$ cat config.mk
export PLATFORM = sky130hd
export DESIGN_NAME = baw_round_sequencer
export DESIGN_NICKNAME = d
export VERILOG_FILES = /design/src/rtl/baw_round_sequencer.sv
export SDC_FILE = /design/constraint.sdc
export NUM_CORES = 1
export LEC_CHECK = 0
export CAP_MARGIN = 20
export CORE_MARGIN = 2
export CORE_UTILIZATION = 50
export DETAILED_ROUTE_END_ITERATION = 8
export GPL_ROUTABILITY_DRIVEN = 0
export GPL_TIMING_DRIVEN = 1
export PLACE_DENSITY = 0.8
export SKIP_LAST_GASP = 1
export SYNTH_ARGS = -nofsm -noshare
export SYNTH_HDL_FRONTEND = slang
export SYNTH_SLANG_ARGS = --single-unit
$ cat constraint.sdc
create_clock -name clk -period 3.5 [get_ports clk]
set_input_delay 0.875 -clock clk [delete_from_list [all_inputs] [get_ports clk]]
set_output_delay 0.875 -clock clk [all_outputs]
set_load 0.01 [all_outputs]
$ cat src/rtl/baw_round_sequencer.sv
// Round sequencer for one Black-and-White game: turn order, card masks,
// play legality, round resolution and win counting for two players.
module baw_round_sequencer #(
  parameter int NCARDS     = 9,
  parameter int WIN_TARGET = 5
) (
  input  logic              clk,
  input  logic              reset,
  input  logic              start,
  input  logic              play_valid,
  input  logic [NCARDS-1:0] play_card,
  output logic [2:0]        state,
  output logic              cur_player,
  output logic              leader,
  output logic [3:0]        round,
  output logic [NCARDS-1:0] p1_avail,
  output logic [NCARDS-1:0] p2_avail,
  output logic [3:0]        p1_val,
  output logic [3:0]        p2_val,
  output logic              lead_is_black,
  output logic [1:0]        match_result,
  output logic [3:0]        p1_wins,
  output logic [3:0]        p2_wins,
  output logic              game_over,
  output logic [1:0]        game_result,
  output logic              play_ack,
  output logic              play_err
);

  typedef enum logic [2:0] {
    S_IDLE    = 3'b000,
    S_LEAD    = 3'b001,
    S_FOLLOW  = 3'b010,
    S_RESOLVE = 3'b011,
    S_DONE    = 3'b100
  } state_t;

  localparam logic [3:0] WIN_T      = 4'(WIN_TARGET);
  localparam logic [3:0] LAST_ROUND = 4'(NCARDS);
  localparam logic [NCARDS-1:0] ALL_CARDS = {NCARDS{1'b1}};

  state_t            r_state;
  logic              r_cur;
  logic              r_leader;
  logic [3:0]        r_round;
  logic [NCARDS-1:0] r_p1Avail;
  logic [NCARDS-1:0] r_p2Avail;
  logic [3:0]        r_p1Val;
  logic [3:0]        r_p2Val;
  logic              r_leadIsBlack;
  logic [1:0]        r_match;
  logic [3:0]        r_p1Wins;
  logic [3:0]        r_p2Wins;
  logic              r_gameOver;
  logic [1:0]        r_gameResult;
  logic              r_ack;
  logic              r_err;

  logic [3:0]        w_cardIdx;
  logic              w_oneHot;
  logic [NCARDS-1:0] w_curAvail;
  logic              w_legal;
  logic              w_p1RoundWin;
  logic              w_p2RoundWin;
  logic              w_draw;
  logic [3:0]        w_p1WinsNext;
  logic [3:0]        w_p2WinsNext;
  logic              w_nextLeader;
  logic              w_gameEnds;
  logic [1:0]        w_finalResult;

  // A play is legal only as a single card still held by the player to move
  always_comb begin
    w_cardIdx = 4'd0;
    for (int k = 0; k < NCARDS; k++) begin
      if (play_card[k]) w_cardIdx = 4'(k);
    end
    w_oneHot   = (play_card != '0) && ((play_card & (play_card - 1'b1)) == '0);
    w_curAvail = r_cur ? r_p2Avail : r_p1Avail;
    w_legal    = w_oneHot && ((play_card & w_curAvail) != '0);
  end

  always_comb begin
    w_p1RoundWin  = r_p1Val > r_p2Val;
    w_p2RoundWin  = r_p1Val < r_p2Val;
    w_draw        = r_p1Val == r_p2Val;
    w_p1WinsNext  = r_p1Wins + {3'b000, w_p1RoundWin};
    w_p2WinsNext  = r_p2Wins + {3'b000, w_p2RoundWin};
    w_nextLeader  = w_p1RoundWin ? 1'b0 : (w_p2RoundWin ? 1'b1 : r_leader);
    w_gameEnds    = (w_p1WinsNext == WIN_T) || (w_p2WinsNext == WIN_T) ||
                    (r_round == LAST_ROUND);
    if (w_p1WinsNext > w_p2WinsNext)      w_finalResult = 2'b01;
    else if (w_p1WinsNext < w_p2WinsNext) w_finalResult = 2'b10;
    else                                  w_finalResult = 2'b11;
  end

  always_ff @(posedge clk) begin
    if (reset) begin
      r_state       <= S_IDLE;
      r_cur         <= 1'b0;
      r_leader      <= 1'b0;
      r_round       <= 4'd0;
      r_p1Avail     <= ALL_CARDS;
      r_p2Avail     <= ALL_CARDS;
      r_p1Val       <= 4'd0;
      r_p2Val       <= 4'd0;
      r_leadIsBlack <= 1'b0;
      r_match       <= 2'b00;
      r_p1Wins      <= 4'd0;
      r_p2Wins      <= 4'd0;
      r_gameOver    <= 1'b0;
      r_gameResult  <= 2'b00;
      r_ack         <= 1'b0;
      r_err         <= 1'b0;
    end else begin
      r_ack <= 1'b0;
      r_err <= 1'b0;
      case (r_state)
        S_IDLE, S_DONE: begin
          if (start) begin
            r_state       <= S_LEAD;
            r_cur         <= 1'b0;
            r_leader      <= 1'b0;
            r_round       <= 4'd1;
            r_p1Avail     <= ALL_CARDS;
            r_p2Avail     <= ALL_CARDS;
            r_p1Val       <= 4'd0;
            r_p2Val       <= 4'd0;
            r_leadIsBlack <= 1'b0;
            r_match       <= 2'b00;
            r_p1Wins      <= 4'd0;
            r_p2Wins      <= 4'd0;
            r_gameOver    <= 1'b0;
            r_gameResult  <= 2'b00;
          end
        end
        S_LEAD, S_FOLLOW: begin
          if (play_valid && w_legal) begin
            r_ack <= 1'b1;
            if (r_cur) begin
              r_p2Avail <= r_p2Avail & ~play_card;
              r_p2Val   <= w_cardIdx;
            end else begin
              r_p1Avail <= r_p1Avail & ~play_card;
              r_p1Val   <= w_cardIdx;
            end
            if (r_state == S_LEAD) begin
              r_state       <= S_FOLLOW;
              r_cur         <= ~r_cur;
              r_leadIsBlack <= w_cardIdx[0];
            end else begin
              r_state <= S_RESOLVE;
            end
          end else if (play_valid) begin
            r_err <= 1'b1;
          end
        end
        S_RESOLVE: begin
          r_match  <= {w_p2RoundWin | w_draw, w_p1RoundWin | w_draw};
          r_p1Wins <= w_p1WinsNext;
          r_p2Wins <= w_p2WinsNext;
          r_leader <= w_nextLeader;
          r_cur    <= w_nextLeader;
          // Round number freezes on the last played round when the game ends
          if (w_gameEnds) begin
            r_state      <= S_DONE;
            r_gameOver   <= 1'b1;
            r_gameResult <= w_finalResult;
          end else begin
            r_state <= S_LEAD;
            r_round <= r_round + 4'd1;
          end
        end
        default: r_state <= S_IDLE;
      endcase
    end
  end

  assign state         = r_state;
  assign cur_player    = r_cur;
  assign leader        = r_leader;
  assign round         = r_round;
  assign p1_avail      = r_p1Avail;
  assign p2_avail      = r_p2Avail;
  assign p1_val        = r_p1Val;
  assign p2_val        = r_p2Val;
  assign lead_is_black = r_leadIsBlack;
  assign match_result  = r_match;
  assign p1_wins       = r_p1Wins;
  assign p2_wins       = r_p2Wins;
  assign game_over     = r_gameOver;
  assign game_result   = r_gameResult;
  assign play_ack      = r_ack;
  assign play_err      = r_err;

endmodule

# Word level (Yosys, flattened, before mapping)
# Cells that the tools add are included.
[word_totals]
latchBits = 0
output_inout_bits = 51
mem_bits_rw = 0
n_memories = 0
rom_bits = 0
reg_bits = 51
[op_classes]
n_bitwise = 9
addsub = 4
reduce_logical = 24
magnitude_cmp = 4
n_mul = 0
shifts = 0
div_mod_pow = 0
n_eq_ne = 15
mux = 53
[ops]
columns = ["operator", "n"]
rows = [
  ["2-to-1 mux 4 bit", 14],
  ["2-to-1 mux 9 bit", 6],
  ["one-hot mux 4 bit (2 select lines)", 5],
  ["bitwise AND 9 bit", 4],
  ["one-hot mux 9 bit (2 select lines)", 2],
  ["nonzero test 9 bit", 2],
  ["AND reduction 4 bit", 4],
  ["!= test 2 bit (second input constant)", 7],
  ["2-to-1 mux 1 bit", 13],
  ["logical NOT 9 bit", 1],
  ["2-to-1 mux 3 bit", 3],
  ["inverter 9 bit", 1],
  ["one-hot mux 3 bit (3 select lines)", 1],
  ["subtractor 9 x 1 -> 9 bit (second input constant)", 1],
  ["adder 4 x 1 -> 4 bit", 2],
  ["== test 4 x 3 -> 1 bit (second input constant)", 2],
  ["greater-than comparator 4 bit", 2],
  ["less-than comparator 4 bit", 2],
  ["one-hot mux 2 bit (2 select lines)", 2],
  ["== test 3 x 2 -> 1 bit (second input constant)", 2],
  ["2-to-1 mux 2 bit", 3],
  ["one-hot mux 1 bit (2 select lines)", 3],
  ["AND reduction 3 bit", 2],
  ["OR reduction 2 bit", 3],
  ["other kinds (15)", 22],
]

# Longest topological paths before layout
[logic_depth]
word_depth = 11
depth_mapped = 16

# Worst setup path after synthesis
# OpenSTA, ideal clock, no wires.
[synth_timing]
kind = "register to register"
start = "register r_p2Val[1] (netlist: p2_val[1])"
end = "register r_gameResult[0] (netlist: game_result[0])"
required_ns = 3.407
setup_slack_ns = 0.452
synth_period_minus_slack_ns = 3.048
arrival_time_ns = 2.955
stages_incl_launch_ff = 14
cell_sequence = "dfxtp_1 > inv_1 > ha_1 > nor2b_1 > o21ai_0 > nand2b_1 > a21oi_1 > nor2_1 > ha_1 > ha_1 > xor2_1 > nor4b_1 > o21ai_0 > o32ai_1"
[synth_via]
elab_chain_cells = 7
[synth_rtl]
columns = ["item", "line", "rtl"]
rows = [
  ["start: declaration", "49", "logic [3:0] r_p2Val;"],
  ["start signal: assignment", "142", "r_p2Val <= w_cardIdx;"],
  ["greater-than comparator 4 bit or less-than comparator 4 bit (tied branches)", "84, 85", ""],
  ["adder 4 x 1 -> 4 bit (on tied branches)", "87, 88", ""],
  ["less-than comparator 4 bit or == test 4 x 3 -> 1 bit (tied branches)", "93, 90", ""],
  ["2-to-1 mux 1 bit or logical OR 1 bit (tied branches)", "93, 90", ""],
  ["2-to-1 mux 2 bit or logical OR 1 bit (tied branches)", "92, 90", ""],
  ["2-to-1 mux 2 bit or != test 2 bit (tied branches)", "-", ""],
  ["one-hot mux 2 bit (2 select lines) or AND reduction 3 bit (tied branches)", "-", ""],
  ["end signal: assignment", "168", "r_gameResult <= w_finalResult;"],
  ["end: declaration", "55", "logic [1:0] r_gameResult;"],
]
# Parallel ways exist; a longest one is shown, timed or not. The select of a mux whose other input is x is not followed.
# A chain may end at the register's enable or synchronous reset.

# Worst setup path in the final report
[layout_timing]
start = "register r_p2Val[1] (netlist: p2_val[1])"
end = "register r_gameResult[1] (netlist: game_result[1])"
[layout_via]
elab_chain_cells = 7
[layout_rtl]
columns = ["item"]
rows = [
  ["branches (longest 7 deep; another with greater-than comparator 4 bit)"],
]
# Several ways; the timed one is not identified. The select of a mux whose other input is x is not followed.

==> summary.md <==
| Metric | Value |
|---|---|
| I/O pins | `64` |
| Post-DRT Antenna Nets | `0` |
| Worst R2R End | `game_result[1]$_SDFFE_PP0P_` |
| Clock root buffer | `clkbuf_8` |
| Vias per cell | `5.62` |
| CP most frequent cell | `ha_1` |
| Rel. slew slack | `42.8%` |
| Initial DRC count | `139` |
| Reg-to-reg slack, setup | `0.30 ns` |
| Number of enable flip-flop cells after synthesis | `0` |
| Port-buffer cells | `63` |
| Top-area cell type share of the netlist area | `37.1%` |
| Mapped Cells | `310` |
| Crit path from | `p2_val[1]$_SDFFE_PP0P_` |
| Yosys warnings | `0` |
| Post-Syn Nets | `337` |
| Critical path endpoint category | `register` |
| Remaining DRCs | `0` |
| # diodes | `0` |
| Largest net degree at the start of global routing | `17` |
| Prevailing post-synth register cell | `dfxtp_1` |
| Fillers | `470` |
| Sequential area share after synthesis | `37.1%` |
| Layout cells sized above 1 | `11.5%` |
| Count of cell types in the netlist | `58` |
| Tcrit/Tclk final | `91.5%` |
| Core Util, Final | `67.4%` |
| Sink Count | `51` |
| Tightest Pin Transition | `0.854 ns` |
| Syn Area/Cell | `8.88 um^2` |
| Static leakage | `0.00129 uW` |
| Clk pin slew, worst setup/hold paths | `0.10 ns` |
| Post-Route WL | `6.85 mm` |
| Worst VDD drop | `0.216 mV` |
| Row Count | `27` |
| Worst skew pair latency | `0.31 ns` |
| Endpoints failing setup | `0` |
| Critical path's slowest cell | `dfxtp_1` |
| Seq cells post-synth | `51` |
| Initial Util | `50.9%` |
| Critical path fanouts, max | `4` |
| Core box area | `5410 um^2` |
| CTS tree | `built` |
| Hold violation count in the final report | `0` |
| Area leader, netlist | `dfxtp_1` |
| Final min period | `3.20 ns` |
| First-pass iteration count of the detailed router | `4` |
| Hold EP | `game_over$_SDFFE_PP0P_` |
| Fmax | `0.312 GHz` |
| Status | `complete, no violations` |
| Synth async-reset ratio | `0%` |
| Synth top area cells | `dfxtp_1, ha_1, nor2_1, a21oi_1, nand2b_1` |
| Hold Startpoint | `game_over$_SDFFE_PP0P_` |
| Area of the mapped netlist | `2750 um^2` |
| Nature of the critical path startpoint | `register` |
| Inst Count DP | `444` |
| Dpl hpwl | `5.15 mm` |
| Net count, final | `407` |
| Register Area | `1020 um^2` |
| Power Density | `326 nW/um^2` |
| Number of H-tree levels | `2` |
| Max stage delay on crit path | `0.37 ns` |
| Syn-to-layout area delta | `32.3%` |
| Number of max-cap violations | `0` |
| Reg2reg path depth | `16` |
| Filler-free cell count of the finished design | `453` |
| Vias in the first global route | `2436` |
| Hold path depth | `2` |
| Initial antenna violation count | `0` |
| Setup Crit Path Kind | `reg -> reg` |
| Routed WL per cell | `15.1 um` |
| CTS Buf Count | `5` |
| Die H | `78.2 um` |
| Total power | `1190 uW` |
| HP Class | `reg -> reg` |
| Total grt overflow | `0` |
| Total Routing Usage GR | `22.9%` |
| Clock Skew | `0.0158 ns` |
| Slew Limit Fails | `0` |
| First-pass GRT wire length | `11.4 mm` |
| Overall die area | `6110 um^2` |
| Die Span X | `78.2 um` |
| Critical path cell sequence | `inv_1 > ha_1 > nor2b_1 > o21ai_0 > nand2b_1 > a21oi_2 > nor2_1 > ha_1 > ha_1 > ha_1 > nor2b_1 > o21ai_0 > nand2b_1 > a21oi_1 > a41oi_1 > o32ai_1` |
| Critical path arrival | `3.42 ns` |
| Area of the multi-input gates | `1600 um^2` |
| Worst r2r src | `p2_val[1]$_SDFFE_PP0P_` |
| Cts-stage hold buffer count | `0` |
| Clk buf depth | `2` |
| CP required | `3.72 ns` |
| Via Count | `2546` |
## per-layer routing
metal	up-vias	share of wire, %	wire length (um)	global-route usage [%]
li1	1262	-	-	-
met1	1207	46	3150	30.1
met2	71	49	3360	38.9
met3	6	4.0	274	3.45
met4	0	0.93	64	6.67
met5	-	0	0	0
## synthesized netlist by cell type (all sizes together) (4+ instances only)
cell type and number:
a2111oi 4, a21oi 19, a22oi 11, a31oi 10, buf 5, clkbuf 13
dfxtp 51, ha 14, inv 11, mux2 7, mux2i 6, nand2 17
nand2b 15, nor2 42, nor2b 6, nor3 11, nor4 5, o21ai 12
o31ai 4, xnor2 5
## worst max-delay path: cells and delay by family, from the launching register on
family                   cells  cell delay, ns
AO/OA/AOI/OAI                6            1.02
adder cells (fa/ha/maj)      4            1.14
buffers and inverters        1            0.05
flip-flops                   1            0.37
AND/OR/NAND/NOR              5            0.53
## area by class of cell
type | instances | share of cell area [%]
Clock inverter | 2 | 1.07
Timing Repair Buffer | 81 | 21.0
Tap cell | 72 | 2.47
Sequential cell | 51 | 28.0
Multi-Input combinational cell | 230 | 44.0
Clock buffer | 6 | 2.27
Inverter | 11 | 1.13
## flip-flops by register name (all words and copies together) (netlist names)
| register | count |
|---|---|
| p2_val | 4 |
| p1_avail | 9 |
| cur_player | 1 |
| p1_val | 4 |
| lead_is_black | 1 |
| match_result | 2 |
| leader | 1 |
| p2_avail | 9 |
| game_over | 1 |
| round | 4 |
| play_ack | 1 |
| game_result | 2 |
| p1_wins | 4 |
| state | 3 |
| play_err | 1 |
| p2_wins | 4 |
## where the power goes
part	internal (uW)	switching [uW]
clock	235	205
combinational	63.7	84.2
sequential	585	13.9
total	884	303
## cells by family after synthesis
kind of cell	count (synthesis)	share of synthesized area (%)
and+or+nand+nor	115	22.1
AOI/OAI and AO/OA	82	22.6
DFF	51	37.1
buffers and inverters	29	4.86
adders and majority gates	14	6.36
muxes	13	5.05
xor gates and xnor gates	6	1.91
## worst max path at each step
stage                                  end  slack, ns  cells past startpoint
6_report       game_result[1]$_SDFFE_PP0P_       0.30                     16
5_1_grt        game_result[1]$_SDFFE_PP0P_      -0.02                     16
4_1_cts        game_result[1]$_SDFFE_PP0P_       0.17                     16
3_5_place_dp      p1_avail[0]$_SDFFE_PP1P_       0.14                      9
3_3_place_gp      p1_avail[6]$_SDFFE_PP1P_       0.23                      9
2_1_floorplan  game_result[0]$_SDFFE_PP0P_       0.45                     13
## per-stage QoR
stage	instance area, um^2	TNS (ns)	worst slack [ns]	hold WS (ns)
floorplan	2750	0	0.452	0.481
global placement	3510	0	0.225	0.444
detailed placement	3510	0	0.138	0.453
CTS	3630	0	0.169	0.466
global route	3640	-0.0207	-0.0207	0.491
finish	3640	0	0.298	0.462
## layout by cell type, fill, tap and decap left out, types with 2 or more instances in the layout
cell type        instances
a31oi_1                 10
ha_1                    14
mux2_2                   5
a21oi_1                 18
and2_1                   2
dfxtp_1                 51
inv_1                   11
o32ai_1                  3
nor3_4                   3
o21ai_0                 11
nor3_1                   8
nor2_1                  42
nand3b_1                 3
nand3_1                  3
nor2b_1                  6
nand2b_1                15
nand2_1                 17
clkdlybuf4s50_1         63
o21bai_1                 3
nor4_1                   5
o31ai_1                  2
buf_4                   18
xnor2_1                  5
a22oi_1                 11
or4_1                    2
mux2i_1                  6
a2111oi_4                2
mux2_1                   2
a21o_1                   3
clkbuf_8                 6
## what timing repair did
action / CTS / global route
endpoints found under the setup margin: 0 / 3
buffers inserted: 0 / 1
gates resized for setup: 0 / 1
Power figures use the tool's default switching activity.
